[src/rtl/servo_seq_pkg.sv]
// Shared definitions for the Wishbone servo sequencer: register map,
// command word layout, width limits and sequencer states.
package servo_seq_pkg;

   localparam logic [3:0] ADR_CMD        = 4'd0;
   localparam logic [3:0] ADR_STATUS     = 4'd1;
   localparam logic [3:0] ADR_CTRL       = 4'd2;
   localparam logic [3:0] ADR_WIDTH_BASE = 4'd8;

   localparam int CMD_CH_LSB   = 0;
   localparam int CMD_W_LSB    = 4;
   localparam int CMD_HOLD_LSB = 16;
   localparam int CH_W         = 3;
   localparam int WIDTH_W      = 12;
   localparam int HOLD_W       = 16;
   localparam int ENTRY_W      = CH_W + WIDTH_W + HOLD_W;

   localparam int CTRL_RUN     = 0;
   localparam int CTRL_IRQ_EN  = 1;
   localparam int CTRL_FLUSH   = 2;
   localparam int CTRL_CLR_OVF = 3;

   localparam logic [WIDTH_W-1:0] WIDTH_MIN = 12'd500;
   localparam logic [WIDTH_W-1:0] WIDTH_MAX = 12'd2500;

   typedef enum logic [1:0] {
      ST_IDLE = 2'd0,
      ST_LOAD = 2'd1,
      ST_HOLD = 2'd2
   } seq_state_t;

   typedef struct packed {
      logic [HOLD_W-1:0]  hold_ms;
      logic [WIDTH_W-1:0] width_us;
      logic [CH_W-1:0]    ch;
   } servo_cmd_t;

   // Zero means "channel off" and passes through; anything else is held
   // inside the range a standard hobby servo accepts.
   function automatic logic [WIDTH_W-1:0] clamp_width(input logic [WIDTH_W-1:0] w);
      if (w == '0)            return '0;
      else if (w < WIDTH_MIN) return WIDTH_MIN;
      else if (w > WIDTH_MAX) return WIDTH_MAX;
      return w;
   endfunction

endpackage

[src/rtl/wb_servo_seq_fifo.sv]
// Generic synchronous FIFO with flush and occupancy level. A push into a
// full FIFO is only accepted when a pop frees a slot in the same cycle.
module sync_fifo #(
   parameter int WIDTH = 31,
   parameter int DEPTH = 16
) (
   input  logic                     clk,
   input  logic                     rst,
   input  logic                     i_push,
   input  logic                     i_pop,
   input  logic                     i_flush,
   input  logic [WIDTH-1:0]         i_data,
   output logic [WIDTH-1:0]         o_data,
   output logic                     o_full,
   output logic                     o_empty,
   output logic [$clog2(DEPTH):0]   o_level
);
   localparam int AW = $clog2(DEPTH);

   logic [WIDTH-1:0] r_mem [DEPTH];
   logic [AW-1:0]    r_wr_ptr;
   logic [AW-1:0]    r_rd_ptr;
   logic [AW:0]      r_level;
   logic             w_do_push;
   logic             w_do_pop;

   assign o_empty   = (r_level == '0);
   assign o_full    = (r_level == (AW+1)'(DEPTH));
   assign o_level   = r_level;
   assign o_data    = r_mem[r_rd_ptr];
   assign w_do_pop  = i_pop & ~o_empty;
   assign w_do_push = i_push & (~o_full | w_do_pop);

   // Storage array; no reset needed since pointers gate every read.
   always_ff @(posedge clk) begin
      if (w_do_push) r_mem[r_wr_ptr] <= i_data;
   end

   // Pointers and level; flush discards everything in one cycle.
   always_ff @(posedge clk) begin
      if (rst || i_flush) begin
         r_wr_ptr <= '0;
         r_rd_ptr <= '0;
         r_level  <= '0;
      end else begin
         if (w_do_push) r_wr_ptr <= r_wr_ptr + 1'b1;
         if (w_do_pop)  r_rd_ptr <= r_rd_ptr + 1'b1;
         case ({w_do_push, w_do_pop})
            2'b10:   r_level <= r_level + 1'b1;
            2'b01:   r_level <= r_level - 1'b1;
            default: r_level <= r_level;
         endcase
      end
   end

endmodule

[src/rtl/wb_servo_seq.sv]
// Wishbone servo sequencer: queues timed move commands and replays them,
// driving 8 servo pulse trains on a fixed frame period.
//
// state   | meaning
// --------+---------------------------------------------------------
// IDLE    | waiting for run with a queued command; pop on exit
// LOAD    | write pending width of the popped channel, load hold
// HOLD    | count hold_ms down on ms ticks, return to IDLE at zero
module wb_servo_seq
   import servo_seq_pkg::*;
#(
   parameter int CLK_FREQ   = 100000000,
   parameter int FIFO_DEPTH = 16,
   parameter int PERIOD_US  = 20000,
   parameter int N_CH       = 8
) (
   input  logic        clk,
   input  logic        rst,
   input  logic [31:0] wb_adr_i,
   input  logic [31:0] wb_dat_i,
   output logic [31:0] wb_dat_o,
   input  logic [3:0]  wb_sel_i,
   input  logic        wb_we_i,
   input  logic        wb_cyc_i,
   input  logic        wb_stb_i,
   output logic        wb_ack_o,
   output logic [7:0]  servo_o,
   output logic        irq
);
   localparam int CYC_PER_US = CLK_FREQ / 1000000;
   localparam int DIV_W      = (CYC_PER_US > 1) ? $clog2(CYC_PER_US) : 1;
   localparam int FRAME_W    = $clog2(PERIOD_US + 1);
   localparam int LVL_W      = $clog2(FIFO_DEPTH) + 1;

   logic                r_ack;
   logic [31:0]         r_dat;
   logic                r_run;
   logic                r_irq_en;
   logic                r_ovf;
   seq_state_t          r_state;
   seq_state_t          w_state_nxt;
   servo_cmd_t          r_cmd;
   logic [HOLD_W-1:0]   r_hold_cnt;
   logic [DIV_W-1:0]    r_us_div;
   logic [9:0]          r_ms_div;
   logic [FRAME_W-1:0]  r_frame_us;
   logic [WIDTH_W-1:0]  r_pending [N_CH];
   logic [WIDTH_W-1:0]  r_width   [N_CH];
   logic [7:0]          r_servo;

   logic                w_req;
   logic [3:0]          w_off;
   logic                w_push;
   logic                w_ctrl_wr;
   logic                w_flush;
   logic                w_clr_ovf;
   logic                w_pop;
   logic                w_full;
   logic                w_empty;
   logic [LVL_W-1:0]    w_level;
   logic                w_drop;
   servo_cmd_t          w_fifo_din;
   servo_cmd_t          w_fifo_dout;
   logic [31:0]         w_rdata;
   logic                w_us_tick;
   logic                w_ms_tick;
   logic                w_frame_wrap;
   logic                w_unused;

   assign w_unused  = ^{wb_adr_i[31:6], wb_adr_i[1:0], wb_sel_i};

   assign w_req     = wb_cyc_i & wb_stb_i & ~r_ack;
   assign w_off     = wb_adr_i[5:2];
   assign w_push    = w_req & wb_we_i & (w_off == ADR_CMD);
   assign w_ctrl_wr = w_req & wb_we_i & (w_off == ADR_CTRL);
   assign w_flush   = w_ctrl_wr & wb_dat_i[CTRL_FLUSH];
   assign w_clr_ovf = w_ctrl_wr & wb_dat_i[CTRL_CLR_OVF];
   assign w_drop    = w_push & w_full & ~w_pop;

   assign w_fifo_din.ch       = wb_dat_i[CMD_CH_LSB +: CH_W];
   assign w_fifo_din.width_us = clamp_width(wb_dat_i[CMD_W_LSB +: WIDTH_W]);
   assign w_fifo_din.hold_ms  = wb_dat_i[CMD_HOLD_LSB +: HOLD_W];

   sync_fifo #(
      .WIDTH (ENTRY_W),
      .DEPTH (FIFO_DEPTH)
   ) u_fifo (
      .clk     (clk),
      .rst     (rst),
      .i_push  (w_push),
      .i_pop   (w_pop),
      .i_flush (w_flush),
      .i_data  (w_fifo_din),
      .o_data  (w_fifo_dout),
      .o_full  (w_full),
      .o_empty (w_empty),
      .o_level (w_level)
   );

   // Register read mux; unmapped offsets read zero.
   always_comb begin
      w_rdata = '0;
      case (w_off)
         ADR_STATUS: w_rdata = {21'd0, r_ovf, 7'(w_level), w_empty, w_full,
                                (r_state != ST_IDLE)};
         ADR_CTRL:   w_rdata = {30'd0, r_irq_en, r_run};
         default:    if (w_off[3]) w_rdata = {20'd0, r_width[w_off[2:0]]};
      endcase
   end

   // Single-cycle ack one clock after the request; data valid with ack.
   always_ff @(posedge clk) begin
      if (rst) begin
         r_ack <= 1'b0;
         r_dat <= '0;
      end else begin
         r_ack <= w_req;
         r_dat <= (w_req && !wb_we_i) ? w_rdata : '0;
      end
   end

   // Control bits and sticky overflow flag.
   always_ff @(posedge clk) begin
      if (rst) begin
         r_run    <= 1'b0;
         r_irq_en <= 1'b0;
         r_ovf    <= 1'b0;
      end else begin
         if (w_ctrl_wr) begin
            r_run    <= wb_dat_i[CTRL_RUN];
            r_irq_en <= wb_dat_i[CTRL_IRQ_EN];
         end
         if (w_drop)         r_ovf <= 1'b1;
         else if (w_clr_ovf) r_ovf <= 1'b0;
      end
   end

   assign w_us_tick    = (r_us_div == '0);
   assign w_ms_tick    = w_us_tick & (r_ms_div == '0);
   assign w_frame_wrap = w_us_tick & (r_frame_us == FRAME_W'(PERIOD_US - 1));

   // Microsecond and millisecond down-counters plus the frame position.
   always_ff @(posedge clk) begin
      if (rst) begin
         r_us_div   <= DIV_W'(CYC_PER_US - 1);
         r_ms_div   <= 10'd999;
         r_frame_us <= '0;
      end else begin
         r_us_div <= w_us_tick ? DIV_W'(CYC_PER_US - 1) : r_us_div - 1'b1;
         if (w_us_tick) begin
            r_ms_div   <= (r_ms_div == '0) ? 10'd999 : r_ms_div - 1'b1;
            r_frame_us <= w_frame_wrap ? '0 : r_frame_us + 1'b1;
         end
      end
   end

   // Sequencer state, popped command and hold timer.
   always_ff @(posedge clk) begin
      if (rst) begin
         r_state    <= ST_IDLE;
         r_cmd      <= '0;
         r_hold_cnt <= '0;
      end else begin
         r_state <= w_state_nxt;
         if (w_pop) r_cmd <= w_fifo_dout;
         if (r_state == ST_LOAD)
            r_hold_cnt <= r_cmd.hold_ms;
         else if (r_state == ST_HOLD && w_ms_tick && r_hold_cnt != '0)
            r_hold_cnt <= r_hold_cnt - 1'b1;
      end
   end

   // Next-state logic; the pop coincides with leaving IDLE.
   always_comb begin
      w_state_nxt = r_state;
      w_pop       = 1'b0;
      case (r_state)
         ST_IDLE: if (r_run && !w_empty) begin
            w_pop       = 1'b1;
            w_state_nxt = ST_LOAD;
         end
         ST_LOAD: w_state_nxt = ST_HOLD;
         ST_HOLD: if (r_hold_cnt == '0) w_state_nxt = ST_IDLE;
         default: w_state_nxt = ST_IDLE;
      endcase
   end

   // Pending widths take commands; committed widths only move at frame start
   // so a pulse in progress is never cut short or stretched.
   always_ff @(posedge clk) begin
      if (rst) begin
         for (int i = 0; i < N_CH; i++) begin
            r_pending[i] <= '0;
            r_width[i]   <= '0;
         end
      end else begin
         if (r_state == ST_LOAD) r_pending[r_cmd.ch] <= r_cmd.width_us;
         if (w_frame_wrap) begin
            for (int i = 0; i < N_CH; i++) r_width[i] <= r_pending[i];
         end
      end
   end

   // Registered pulse outputs.
   always_ff @(posedge clk) begin
      if (rst) begin
         r_servo <= '0;
      end else begin
         for (int i = 0; i < N_CH; i++)
            r_servo[i] <= (32'(r_frame_us) < 32'(r_width[i]));
      end
   end

   assign wb_ack_o = r_ack;
   assign wb_dat_o = r_dat;
   assign servo_o  = r_servo;
   assign irq      = r_irq_en & r_run & w_empty & (r_state == ST_IDLE);

endmodule

[config.mk]
export PLATFORM = sky130hd
export DESIGN_NAME = wb_servo_seq
export DESIGN_NICKNAME = d
export VERILOG_FILES = /design/src/rtl/servo_seq_pkg.sv /design/src/rtl/wb_servo_seq_fifo.sv /design/src/rtl/wb_servo_seq.sv
export SDC_FILE = /design/constraint.sdc
export NUM_CORES = 1
export LEC_CHECK = 0
export CAP_MARGIN = 20
export CORE_UTILIZATION = 55
export CTS_BUF_LIST = sky130_fd_sc_hd__clkbuf_8 sky130_fd_sc_hd__clkbuf_16
export CTS_CLUSTER_SIZE = 8
export DETAILED_ROUTE_END_ITERATION = 10
export GPL_ROUTABILITY_DRIVEN = 1
export GPL_TIMING_DRIVEN = 0
export PLACE_DENSITY = 0.76
export SLEW_MARGIN = 5
export SYNTH_ARGS = -nofsm -noshare
export SYNTH_HDL_FRONTEND = slang
export SYNTH_SLANG_ARGS = --single-unit
[constraint.sdc]
create_clock -name clk -period 5.2 [get_ports clk]
set_clock_uncertainty 0.2 [all_clocks]
set_input_delay 0.78 -clock clk [delete_from_list [all_inputs] [get_ports clk]]
set_output_delay 0.78 -clock clk [all_outputs]
set_load 0.005 [all_outputs]
Yosys cells after proc, flatten, opt, wreduce, memory -nomap -nowiden
Memory sizes are Yosys's and may differ from the RTL's. A register that Yosys moved wholly into a read port is not among the register bits. Index checks and enable logic that the tools add are counted.

$add $sub $neg: 8. Multipliers: 0. Div/mod/pow operators: 0. Order comparisons: 10. Equality and inequality tests: 10. Shift operators: 0. Muxes and demuxes: 42. Bitwise logic cells: 30. Reduce and logical (&&, ||, !) cells: 23.

Operators with widths (number): two-way mux 12 bit (14); less-than comparator 15 x 12 -> 1 bit (8); two-way mux 16 bit (2); one-hot mux 12 bit (2 select lines) (1); two-way mux 1 bit (18); AND 1 bit (16); logical NOT 16 bit (1); nonzero test 16 bit (1); subtractor 16 x 1 -> 16 bit (second input constant) (1); adder 15 x 1 -> 15 bit (second input constant) (1); == test 15 bit (second input constant) (1); two-way mux 15 bit (1); greater-than comparator 12 bit (second input constant) (1); logical NOT 12 bit (1); less-than comparator 12 x 9 -> 1 bit (second input constant) (1); OR reduction 12 bit (1); logical NOT 10 bit (1); two-way mux 10 bit (1); one-hot mux 5 bit (2 select lines) (1); subtractor 10 x 1 -> 10 bit (second input constant) (1); bitwise OR 1 bit (9); adder 4 x 1 -> 4 bit (second input constant) (2); nonzero test 2 bit (4); logical NOT 7 bit (1); other kinds (22) (34).

Register bits: 107. Bits in latches: 0. RAM bits: 688. Bits in read-only memories: 0. Logic and storage cells: 140. Memories kept: 3.

Memories: u_fifo.r_mem (depth 16, bits a word 31, rd ports 1, clocked after memory_dff 1, wr ports 1, RTL line wb_servo_seq_fifo.sv:20) `logic [WIDTH-1:0] r_mem [DEPTH];`; r_pending (depth 8, bits a word 12, rd ports 8, clocked after memory_dff 0, wr ports 8, RTL line wb_servo_seq.sv:47) `logic [WIDTH_W-1:0] r_pending [N_CH];`; r_width (depth 8, bits a word 12, rd ports 9, clocked after memory_dff 0, wr ports 8, RTL line wb_servo_seq.sv:48) `logic [WIDTH_W-1:0] r_width [N_CH];`.

Logic depth before layout (Yosys ltp)
Gate-level depths: netlist of run 1.

Depth after elaboration: 10. Mapped depth: 15. Gate-level depth less buffers: 12.

Modules after synthesis
Synthesis of run 1 repeated with hierarchy kept, for this count alone.

Cell total of the unflattened synthesis: 2220. Area, all modules: 34520.6 um2.

Modules (own cells, without submodules): sync_fifo (times used 1, cells an instance 892, area an instance 19572.5 um2); wb_servo_seq (times used 1, cells an instance 1328, area an instance 14948.1 um2).

Least setup slack after synthesis of run 1
OpenSTA, ideal clock, no wires.

Kind: input to register. From: input wb_adr_i[3]. To: memory u_fifo.r_mem[3][0], enable pin. Arrival time: 4.379 ns. Setup slack: 0.163 ns. Cell stages on the path: 5. Path through: clkbuf_1 -> or4_1 -> a311oi_2 -> nand2_1 -> nor3_1.

Cells in the longest elaborated chain, start to end: 5.

RTL lines: start: declaration (RTL line wb_servo_seq.sv:19) `input logic [31:0] wb_adr_i,`; logical NOT 4 bit (RTL line wb_servo_seq.sv:74) `assign w_push = w_req & wb_we_i & (w_off == ADR_CMD);`; AND 1 bit (RTL line wb_servo_seq.sv:74); AND 1 bit (RTL line wb_servo_seq_fifo.sv:32) `assign w_do_push = i_push & (~o_full | w_do_pop);`; two-way mux 1 bit (RTL line wb_servo_seq_fifo.sv:36) `if (w_do_push) r_mem[r_wr_ptr] <= i_data;`; two-way mux 1 bit (implied by the code) (RTL line wb_servo_seq_fifo.sv:36); end: declaration (RTL line wb_servo_seq_fifo.sv:20).

No other way between the ends.

Worst setup path in the final report of run 1
From: register u_fifo.r_level[1], in the netlist u_fifo.o_level[1]. To: register u_fifo.r_level[4], in the netlist u_fifo.o_level[4].

Cells in the longest elaborated chain, start to end: 10. Elaborated cells on any way between the ends: 17.

RTL lines: start: declaration (RTL line wb_servo_seq_fifo.sv:23) `logic [AW:0] r_level;`; start signal: assignment (RTL line wb_servo_seq_fifo.sv:49) `2'b10: r_level <= r_level + 1'b1;`; start signal: assignment (RTL line wb_servo_seq_fifo.sv:50) `2'b01: r_level <= r_level - 1'b1;`; start signal: assignment (RTL line wb_servo_seq_fifo.sv:51) `default: r_level <= r_level;`; logical NOT 5 bit * (RTL line wb_servo_seq_fifo.sv:27) `assign o_empty = (r_level == '0);`; logical NOT 1 bit (RTL line wb_servo_seq.sv:178) `ST_IDLE: if (r_run && !w_empty) begin`; logical AND 1 bit (RTL line wb_servo_seq.sv:178); two-way mux 1 bit (RTL line wb_servo_seq.sv:178); two-way mux 1 bit (RTL line wb_servo_seq.sv:177) `case (r_state)`; AND 1 bit * (RTL line wb_servo_seq_fifo.sv:31) `assign w_do_pop = i_pop & ~o_empty;`; named net u_fifo.w_do_pop (RTL line wb_servo_seq_fifo.sv:25) `logic w_do_pop;`; bitwise OR 1 bit (RTL line wb_servo_seq_fifo.sv:32); AND 1 bit (RTL line wb_servo_seq_fifo.sv:32); == test 2 x 1 -> 1 bit or == test 2 bit (tied branches) (RTL line wb_servo_seq_fifo.sv:48) `case ({w_do_push, w_do_pop})`; one-hot mux 5 bit (2 select lines) or nonzero test 2 bit (tied branches).

The timed path passes the listed nets; every way through them passes the cells marked *. A chain may end at the register's enable or synchronous reset.

==> results of run 1 <==
layout make-up:
class                      instances  area, sq um  area share
sequential                       806        23000       0.582
inverter                         105          394     0.00996
clock inverter                    66          379     0.00958
timing repair buffer              88         1030      0.0260
multi-input combinational       1138        10300       0.261
buffer                           124          618      0.0156
clock buffer                     111         2770      0.0699
tap                              837         1050      0.0265
through the flow:
step | utilization | cells | TNS (ns)
floorplan | - | 2173 | 0
global placement | 0.583 | 3069 | -632.01
detailed placement | 0.592 | 3098 | 0
CTS | 0.643 | 3275 | 0
global route | 0.643 | 3275 | 0
finish | 0.643 | 3275 | 0
path summary, 6_finish.rpt:
kind / cells past startpoint / from / end
worst max register to register: 15 / u_fifo.o_level[1] / u_fifo.o_level[4]
worst min-delay path: 1 / r_us_div[0] / r_us_div[0]
worst min register to register: 1 / r_us_div[0] / r_us_div[0]
worst max-delay path: 15 / u_fifo.o_level[1] / u_fifo.o_level[4]
critical path: cells and delay by family (launching register included):
kind            cells  cell delay, ns
flops               1            0.29
compound gates      4            0.89
fa+ha+maj           2            0.54
xor+xnor            1            0.18
simple gates        4            1.40
buf+inv             4            0.95
metal layers:
layer	vias up	share of wire	global-route usage
met1	10000	0.37	0.323
li1	8623	-	-
met2	923	0.51	0.453
met3	247	0.076	0.0474
met5	-	0	0
met4	0	0.044	0.118
cells by family (layout without fill, tap and decap cells):
| group | Yosys count | in the layout |
|---|---|---|
| fa+ha+maj | 100 | 100 |
| xor+xnor | 49 | 49 |
| simple gates | 537 | 537 |
| mux | 163 | 163 |
| other cells | 1 | 20 |
| buf+inv | 229 | 494 |
| compound gates | 269 | 269 |
| flops | 806 | 806 |
report_power, final:
| part | switching, mW | internal (mW) | total [mW] |
|---|---|---|---|
| combinational | 0.221 | 0.138 | 0.359 |
| sequential | 0.0369 | 7.10 | 7.13 |
| clock | 2.67 | 3.79 | 6.45 |
| total | 2.92 | 11.0 | 13.9 |
state kept, by name, indices dropped and copies added (netlist names), 5 cells and up:
name / cells
u_fifo.r_mem: 496
r_pending: 96
r_width: 96
r_cmd: 31
r_hold_cnt: 16
r_frame_us: 15
wb_dat_o: 12
r_ms_div: 10
servo_o: 8
r_us_div: 7
u_fifo.o_level: 5
Yosys cell counts (all sizes together) (36+ instances only):
| cell | count | area, sq um |
|---|---|---|
| clkbuf | 77 | 324 |
| a21oi | 55 | 275 |
| and2 | 176 | 1100 |
| ha | 100 | 1250 |
| buf | 47 | 292 |
| a21o | 36 | 270 |
| mux4 | 148 | 3330 |
| inv | 105 | 394 |
| nor2b | 40 | 250 |
| nor2 | 97 | 367 |
| dfxtp | 118 | 2360 |
| a22o | 62 | 543 |
| edfxtp | 688 | 20700 |
| o21ai | 54 | 270 |
| nand2 | 66 | 248 |
==> metrics.md, run 1 <==
| Metric | Value |
|---|---|
| Routed wire length per instance | `24.8 um` |
| Post-synthesis instance area | `0.0342 sq mm` |
| Highest attainable clock frequency | `0.218 GHz` |
| Highest net fanout along the worst path | `11` |
| Hold Slack | `0.199 ns` |
| Slowest stage cell, crit path | `nor4_1` |
| Clock sinks | `806` |
| Core ar. | `0.0616 sq mm` |
| Diode count | `0` |
| Largest net degree at the start of global routing | `58` |
| Starting density of the core | `0.555` |
| Synthesis warning total | `0` |
| Worst setup slack for register-to-register paths | `0.62 ns` |
| CTS root buf | `clkbuf_16` |
| First-pass iteration count of the detailed router | `5` |
| Global-route usage over all layers | `0.263` |
| Skew-Pair Late Insertion Delay | `0.67 ns` |
| Placement-stage cell area | `0.0364 sq mm` |
| Complex-gate fraction of the synthesized area | `0.0543` |
| Buffer depth of the longest clock path | `3` |
| Critical path type | `reg2reg` |
| Fraction of final layout cells with drive strength greater than 1 | `0.164` |
| DRC violation count after routing | `0` |
| Final weighted congestion in routability-driven placement | `0.901` |
| Async SR Flop Fraction | `0` |
| Total setup violations reported at the end of the flow | `0` |
| Die width | `251 um` |
| Count of port buffers added during placement | `59` |
| Areal power density over the cells | `352 mW/mm^2` |
| Worst hold path type | `reg2reg` |
| CP max stage delay | `0.63 ns` |
| Synthesized flop and latch total | `806` |
| I/O pin cnt | `115` |
| Cts repair resizes | `0` |
| Most frequent cell on the critical path | `clkbuf_1` |
| Leading cell type in the layout, fill and taps excluded | `edfxtp_1` |
| Worst slack at placement | `0.565 ns` |
| Cts bufs inserted | `110` |
| Initial DRC Count | `2299` |
| EDFF count, synth | `688` |
| Number of buffers inserted by post-CTS setup repair | `0` |
| Reg clk slew, reported paths | `0.05 ns` |
| Critical Path Start Type | `register` |
| Critical path required time | `5.56 ns` |
| Sequential fraction of the synthesis area | `0.674` |
| Wire length of the first global-routing pass | `123000 um` |
| Remaining number of nets flagged by the antenna check after routing | `0` |
| Initial antenna violation count | `1` |
| DR vias/cell | `6.05` |
| Worst endpoint data arrival time | `4.94 ns` |
| Half-perimeter wire length of the detailed placement result | `52900 um` |
| Leakage | `14.2 nW` |
| Number of max-cap violations | `0` |
| Cts hold-fix bufs | `0` |
| Aggregate routed wire length | `81300 um` |
| Count of cell types in the netlist | `75` |
| Main combinational cell family by area after synthesis | `multiplexers` |
| Most frequent cells in the layout | `edfxtp_1, and2_1, inv_1` |
| Filler instances | `4156` |
| Post-Synthesis Mean Instance Area | `15.9 sq um` |
| Period Utilization, post-route | `0.881` |
| Multiplexer area fraction after synthesis | `0.102` |
| Worst VDD drop | `0.000278 V` |
| Unrepaired setup endpoints after global routing | `no` |
| Area share of xor/xnor cells in the synthesized design | `0.0126` |
| Adder and majority cell fraction of the synthesized area | `0.0366` |
| Slew Viols, Final | `0` |
| Run status | `finished clean` |
| Sequence of cells on the critical path | `clkbuf_1, nor4_1, and2_1, nand2b_1, inv_2, clkbuf_1, ha_1, clkbuf_1, xor2_1, ha_1, a21oi_1, o22ai_1, a222oi_1, or3_1, a21oi_1` |
| Endpoint class of the critical path | `register` |
| Final min period | `4.58 ns` |
| Final Instance Area | `0.0396 sq mm` |
| Standard-cell row count | `91` |
| Leading register cell type out of synthesis | `edfxtp_1` |
| Final-stage net count | `2546` |
| Die height | `251 um` |
| Final Power | `13.9 mW` |
| Global route overflow | `0` |
| Slew at the pin closest to its max-slew limit | `1.16 ns` |
| Via Count | `19800` |
| Vias in the first global route | `20700` |
| Clock tree from TritonCTS | `yes` |
| Maximum level of the CTS H-tree | `3` |
| Tightest slew margin relative to the limit | `0.227` |
| Area growth syn-to-layout | `15.8%` |
| Simple-Gate Fraction of Synth Area | `0.0911` |
| Syn Inst Count | `2154` |
| Die ar. | `0.0631 sq mm` |
| Final worst setup slack | `0.621 ns` |
| Number of hold-slack violations in the final timing report | `0` |
Power figures use the tool's default switching activity.
==> run 2, diff against run 1 <==
- CORE_UTILIZATION: 55 -> 52
- PLACE_DENSITY: 0.76 -> 0.72
==> run 2 against run 1 <==
  * Combinational power about the same
  * First-iteration DRC count decreased by 26%
  * Register-to-register slack improved by 0.07 ns
  * Routed wire length decreased by 1.9%
  * Core utilization decreased by 3.0 points
  * Clock power about the same
  * Via count decreased by 2.3%
  * Critical path type unchanged
  * Largest cell class unchanged
  * Largest power group unchanged
==> metrics.md, run 2 (synthesis gave the netlist of run 1 again) <==
| Metric | Value |
|---|---|
| Run status | `finished clean` |
| DRC violation count after routing | `0` |
| Highest attainable clock frequency | `0.222 GHz` |
| Slew at the pin closest to its max-slew limit | `1.01 ns` |
| Worst hold path type | `reg2reg` |
| Number of buffers inserted by post-CTS setup repair | `0` |
| Global-route usage over all layers | `0.242` |
| Total setup violations reported at the end of the flow | `0` |
| I/O pin cnt | `115` |
| Final-stage net count | `2545` |
| Standard-cell row count | `93` |
| Final min period | `4.51 ns` |
| Skew-Pair Late Insertion Delay | `0.69 ns` |
| Critical path required time | `5.52 ns` |
| Top Registers | `u_fifo.r_mem x496, r_pending x96, r_width x96` |
| Relative contribution of combinational cells to total power | `0.026` |
| Critical path type | `reg2reg` |
| CTS root buf | `clkbuf_16` |
| Number of hold-slack violations in the final timing report | `0` |
| Unrepaired setup endpoints after global routing | `no` |
| Leakage | `14.2 nW` |
| Cts repair resizes | `0` |
| Clock sinks | `806` |
| Initial antenna violation count | `1` |
| Int Pwr | `11.0 mW` |
| Slew Viols, Final | `0` |
| Switching pwr | `2.91 mW` |
| Tightest slew margin relative to the limit | `0.323` |
| Starting density of the core | `0.528` |
| First-pass iteration count of the detailed router | `5` |
| Met3 WL | `4650 um` |
| Total met2 wirelength after detailed routing | `40600 um` |
| Via Count | `19400` |
| Fraction of final layout cells with drive strength greater than 1 | `0.164` |
| Reg clk slew, reported paths | `0.05 ns` |
| Endpoint class of the critical path | `register` |
| Half-perimeter wire length of the detailed placement result | `53400 um` |
| Wire length of the first global-routing pass | `121000 um` |
| Proportion of power drawn by the clock network | `0.463` |
| Aggregate routed wire length | `79700 um` |
| Die ar. | `0.0668 sq mm` |
| Vias in the first global route | `20000` |
| Met1 routed wirelength after detailed routing | `32300 um` |
| Number of max-cap violations | `0` |
| Cts bufs inserted | `110` |
| Remaining number of nets flagged by the antenna check after routing | `0` |
| Register with the most flip-flops | `u_fifo.r_mem` |
| Highest net fanout along the worst path | `11` |
| Count of port buffers added during placement | `59` |
| Proportion of total power due to net switching | `0.209` |
| Leading cell type in the layout, fill and taps excluded | `edfxtp_1` |
| Uppermost signal routing layer after detailed routing | `met5` |
| Sum of negative setup slack | `0 ns` |
| Final weighted congestion in routability-driven placement | `0.882` |
| Die height | `258 um` |
| Routed wire length per instance | `24.2 um` |
| DR vias/cell | `5.88` |
| Filler instances | `4650` |
| Buffer depth of the longest clock path | `3` |
| Most frequent cells in the layout | `edfxtp_1, and2_1, inv_1` |
| Worst VDD drop | `0.000343 V` |
| Period Utilization, post-route | `0.868` |
| Part of the power in registers | `0.511` |
| Final Power | `13.9 mW` |
| Critical Path Start Type | `register` |
| Max FFs per register | `496` |
| Cts hold-fix bufs | `0` |
| Maximum level of the CTS H-tree | `3` |
| Core ar. | `0.0647 sq mm` |
| Areal power density over the cells | `352 mW/mm^2` |
| Global route overflow | `0` |
| Area growth syn-to-layout | `16.0%` |
| Die width | `258 um` |
| Clock tree from TritonCTS | `yes` |
| Worst endpoint data arrival time | `4.84 ns` |
| Initial DRC Count | `1709` |
| Largest net degree at the start of global routing | `60` |
## run 2: changes by cell type in the layout (fill, tap and decap cells not counted), sizes merged
cell,previous run,this run
clkinv,4,6
inv,167,165
diode,0,1
buf,76,75
## run 2: stage by stage
stage / utilization / setup slack, ns / std cells / cell area, sq um / hold slack (ns)
floorplan: - / 0.163 / 2173 / 34300 / 0.171
global placement: 0.555 / -2.65 / 3087 / 35900 / 0.179
detailed placement: 0.564 / 0.372 / 3114 / 36500 / 0.202
CTS: 0.613 / 0.740 / 3291 / 39600 / 0.213
global route: 0.613 / 0.457 / 3292 / 39600 / 0.222
finish: 0.613 / 0.687 / 3293 / 39600 / 0.211
## run 2: final timing paths
path	start	depth (start not counted)	end	slack [ns]
worst min register to register	r_us_div[0]	1	r_us_div[0]	0.21
worst max register to register	u_fifo.o_level[1]	15	u_fifo.o_level[4]	0.69
worst min-delay path	r_us_div[0]	1	r_us_div[0]	0.21
worst max-delay path	u_fifo.o_level[1]	15	u_fifo.o_level[4]	0.69
## run 2: power by group through the flow
stage	sequential, mW	clock (mW)	combinational, mW
after floorplan	7.24	0	0.199
after global placement	7.26	0	0.341
after detailed placement	7.26	0	0.357
after CTS	7.13	6.52	0.360
after global routing	7.14	6.77	0.392
final	7.13	6.45	0.362
## run 2: routing by layer
layer  up-vias  GRT usage
met3       166     0.0351
li1       8621          -
met4         2     0.0792
met5         -          0
met1      9832      0.316
met2       736      0.419
## run 2: critical path, cell delays in order, from the launching register on
cell and delay, ns:
dfxtp_1 0.29, clkbuf_1 0.19, nor4_1 0.65, and2_1 0.27, nand2b_1 0.31, inv_2 0.19, clkbuf_1 0.36, ha_1 0.32
clkbuf_1 0.18, xor2_1 0.18, ha_1 0.19, a21oi_1 0.28, o22ai_1 0.14, a222oi_1 0.39, or3_1 0.16, a21oi_1 0.06
## run 2: area by class of cell
cell class / instances / area [sq um] / share of cell area
sequential: 806 / 23000 / 0.581
multi-input combinational: 1138 / 10300 / 0.261
inverter: 105 / 394 / 0.00994
buffer: 124 / 618 / 0.0156
tap: 855 / 1070 / 0.0270
clock buffer: 111 / 2780 / 0.0701
timing repair buffer: 87 / 1050 / 0.0265
antenna: 1 / 2.50 / 0.0000631
clock inverter: 66 / 384 / 0.00969
==> run 3, diff against run 2 <==
- ABC_CLOCK_PERIOD_IN_PS: default -> 5350
- PLACE_DENSITY: 0.72 -> 0.77
- clock period: 5.2 -> 5.35 ns (I/O delays scaled with it)
==> run 3 against run 2 <==
  * Setup slack gained 0.17 ns
  * Via count grew 3.9%
  * Core utilization rose by 0.050 points
  * Clock power shrank 2%
  * Sequential cell count unchanged
  * Fmax grew 0.41%
  * Sequential share of layout area about the same
  * Critical path depth unchanged
  * Critical endpoint unchanged
  * Highest routed layer is now met4
==> metrics.md, run 3 (synthesis gave the netlist of run 1 again) <==
| Metric | Value |
|---|---|
| Global-route track usage on met3 | `0.0420` |
| Tightest slew margin relative to the limit | `0.335` |
| Die width | `258 um` |
| Relative contribution of combinational cells to total power | `0.026` |
| Most frequent cells in the layout | `edfxtp_1, and2_1, inv_1` |
| Largest net degree at the start of global routing | `54` |
| Remaining number of nets flagged by the antenna check after routing | `0` |
| Startpoint of the most critical hold path | `r_us_div[0]` |
| Beginning of the critical path | `u_fifo.o_level[1]` |
| Unrepaired setup endpoints after global routing | `no` |
| Final weighted congestion in routability-driven placement | `0.924` |
| Top Registers | `u_fifo.r_mem x496, r_pending x96, r_width x96` |
| Non-filler cells in the finished layout | `3297` |
| Leakage | `14.2 nW` |
| Half-perimeter wire length of the detailed placement result | `53200 um` |
| Filler instances | `4581` |
| Areal power density over the cells | `343 mW/mm^2` |
| Routing usage on met2 | `0.424` |
| Number of hold-slack violations in the final timing report | `0` |
| Starting density of the core | `0.528` |
| Proportion of power drawn by the clock network | `0.464` |
| Initial DRC Count | `1959` |
| Max FFs per register | `496` |
| Critical path type | `reg2reg` |
| Cts bufs inserted | `111` |
| Die ar. | `0.0668 sq mm` |
| Critical R2R Launch | `u_fifo.o_level[1]` |
| I/O pin cnt | `115` |
| Area growth syn-to-layout | `16.1%` |
| Wire length of the first global-routing pass | `123000 um` |
| Final Power | `13.6 mW` |
| DR vias/cell | `6.10` |
| Endpoint class of the critical path | `register` |
| Die height | `258 um` |
| Proportion of total power due to net switching | `0.210` |
| Maximum level of the CTS H-tree | `3` |
| Total setup violations reported at the end of the flow | `0` |
| Sum of negative setup slack | `0 ns` |
| Run status | `finished clean` |
| Initial antenna violation count | `1` |
| DRC violation count after routing | `0` |
| Cts repair resizes | `0` |
| Reg clk slew, reported paths | `0.05 ns` |
| Skew-Pair Late Insertion Delay | `0.69 ns` |
| Final-stage net count | `2547` |
| Met1 layer usage reported by global route | `0.304` |
| First-pass iteration count of the detailed router | `5` |
| Slew Viols, Final | `0` |
| CTS root buf | `clkbuf_16` |
| Highest net fanout along the worst path | `11` |
| Global route overflow | `0` |
| Clock sinks | `806` |
| Via Count | `20100` |
| Leading cell type in the layout, fill and taps excluded | `edfxtp_1` |
| Critical Path Start Type | `register` |
| Aggregate routed wire length | `82100 um` |
| Global-route usage over all layers | `0.248` |
| Final min period | `4.49 ns` |
| Buffer depth of the longest clock path | `3` |
| Int Pwr | `10.7 mW` |
| Register with the most flip-flops | `u_fifo.r_mem` |
| Number of max-cap violations | `0` |
| Slew at the pin closest to its max-slew limit | `0.997 ns` |
| Period Utilization, post-route | `0.840` |
| Routed wire length per instance | `24.9 um` |
| Fraction of final layout cells with drive strength greater than 1 | `0.165` |
| Reg area | `0.0230 sq mm` |
| Count of port buffers added during placement | `59` |
| Part of the power in registers | `0.510` |
| Number of buffers inserted by post-CTS setup repair | `0` |
| Vias in the first global route | `20600` |
| Highest attainable clock frequency | `0.222 GHz` |
| Worst VDD drop | `0.000311 V` |
| Worst endpoint data arrival time | `4.85 ns` |
| Clock tree from TritonCTS | `yes` |
| Core ar. | `0.0647 sq mm` |
| Number of placed instances with taps included | `3116` |
| Worst hold path type | `reg2reg` |
| Total area of multi-input combinational cells | `0.0103 sq mm` |
| Switching pwr | `2.85 mW` |
| Standard-cell row count | `93` |
| Peak-usage layer in the global routing report | `met2` |
| Cts hold-fix bufs | `0` |
| Critical path required time | `5.70 ns` |
## run 3: cell count changes in the layout (fill, tap and decap cells not counted)
cell | before | now
clkbuf_8 | 3 | 4
diode_2 | 1 | 2
clkinv_1 | 1 | 0
buf_4 | 30 | 33
buf_8 | 2 | 1
inv_6 | 1 | 0
buf_6 | 7 | 6
inv_1 | 163 | 164
clkinv_4 | 0 | 1
inv_16 | 0 | 2
clkinv_16 | 5 | 2
clkinv_8 | 0 | 2
buf_16 | 7 | 12
buf_12 | 6 | 1
## run 3: power groups by stage
stage          Combinational, mW  Sequential, mW  Clock [mW]
3_3_place_gp               0.325            7.05           0
3_5_place_dp               0.346            7.05           0
2_1_floorplan              0.194            7.04           0
4_1_cts                    0.349            6.93        6.37
5_1_grt                    0.379            6.93        6.62
6_report                   0.352            6.93        6.31
## run 3: metrics by stage
step / area [sq um] / setup slack (ns) / utilization / hold slack [ns]
global placement: 35900 / -2.50 / 0.555 / 0.178
global route: 39700 / 0.528 / 0.613 / 0.229
floorplan: 34300 / 0.291 / - / 0.171
finish: 39700 / 0.855 / 0.613 / 0.202
detailed placement: 36500 / 0.666 / 0.564 / 0.192
CTS: 39700 / 0.907 / 0.613 / 0.203
## run 3: path summary, 6_finish.rpt
| check | end | slack [ns] | cells after the start |
|---|---|---|---|
| setup / recovery | u_fifo.o_level[4] | 0.86 | 15 |
| hold / removal | r_us_div[0] | 0.20 | 1 |
| setup reg to reg | u_fifo.o_level[4] | 0.86 | 15 |
| hold reg to reg | r_us_div[0] | 0.20 | 1 |
## run 3: final cells by class
cell class	instances	area share
sequential	806	0.580
antenna	2	0.000126
timing repair buffer	88	0.0273
multi-input combinational	1138	0.260
clock inverter	67	0.00924
buffer	124	0.0156
clock buffer	112	0.0703
inverter	105	0.00993
tap	855	0.0270
## run 3: routing by layer
| layer | vias up | wire, um | share of wire |
|---|---|---|---|
| met5 | - | 0 | 0 |
| met4 | 0 | 3770 | 0.046 |
| met3 | 272 | 6100 | 0.074 |
| met2 | 1101 | 41500 | 0.51 |
| met1 | 10100 | 30700 | 0.37 |
| li1 | 8639 | - | - |
## run 3: worst max-delay path, stage by stage, from the launching register on
cell	delay [ns]
dfxtp_1	0.29
clkbuf_1	0.20
nor4_1	0.62
and2_1	0.28
nand2b_1	0.34
inv_2	0.21
clkbuf_1	0.36
ha_1	0.31
clkbuf_1	0.18
xor2_1	0.18
ha_1	0.19
a21oi_1	0.25
o22ai_1	0.14
a222oi_1	0.40
or3_1	0.17
a21oi_1	0.06
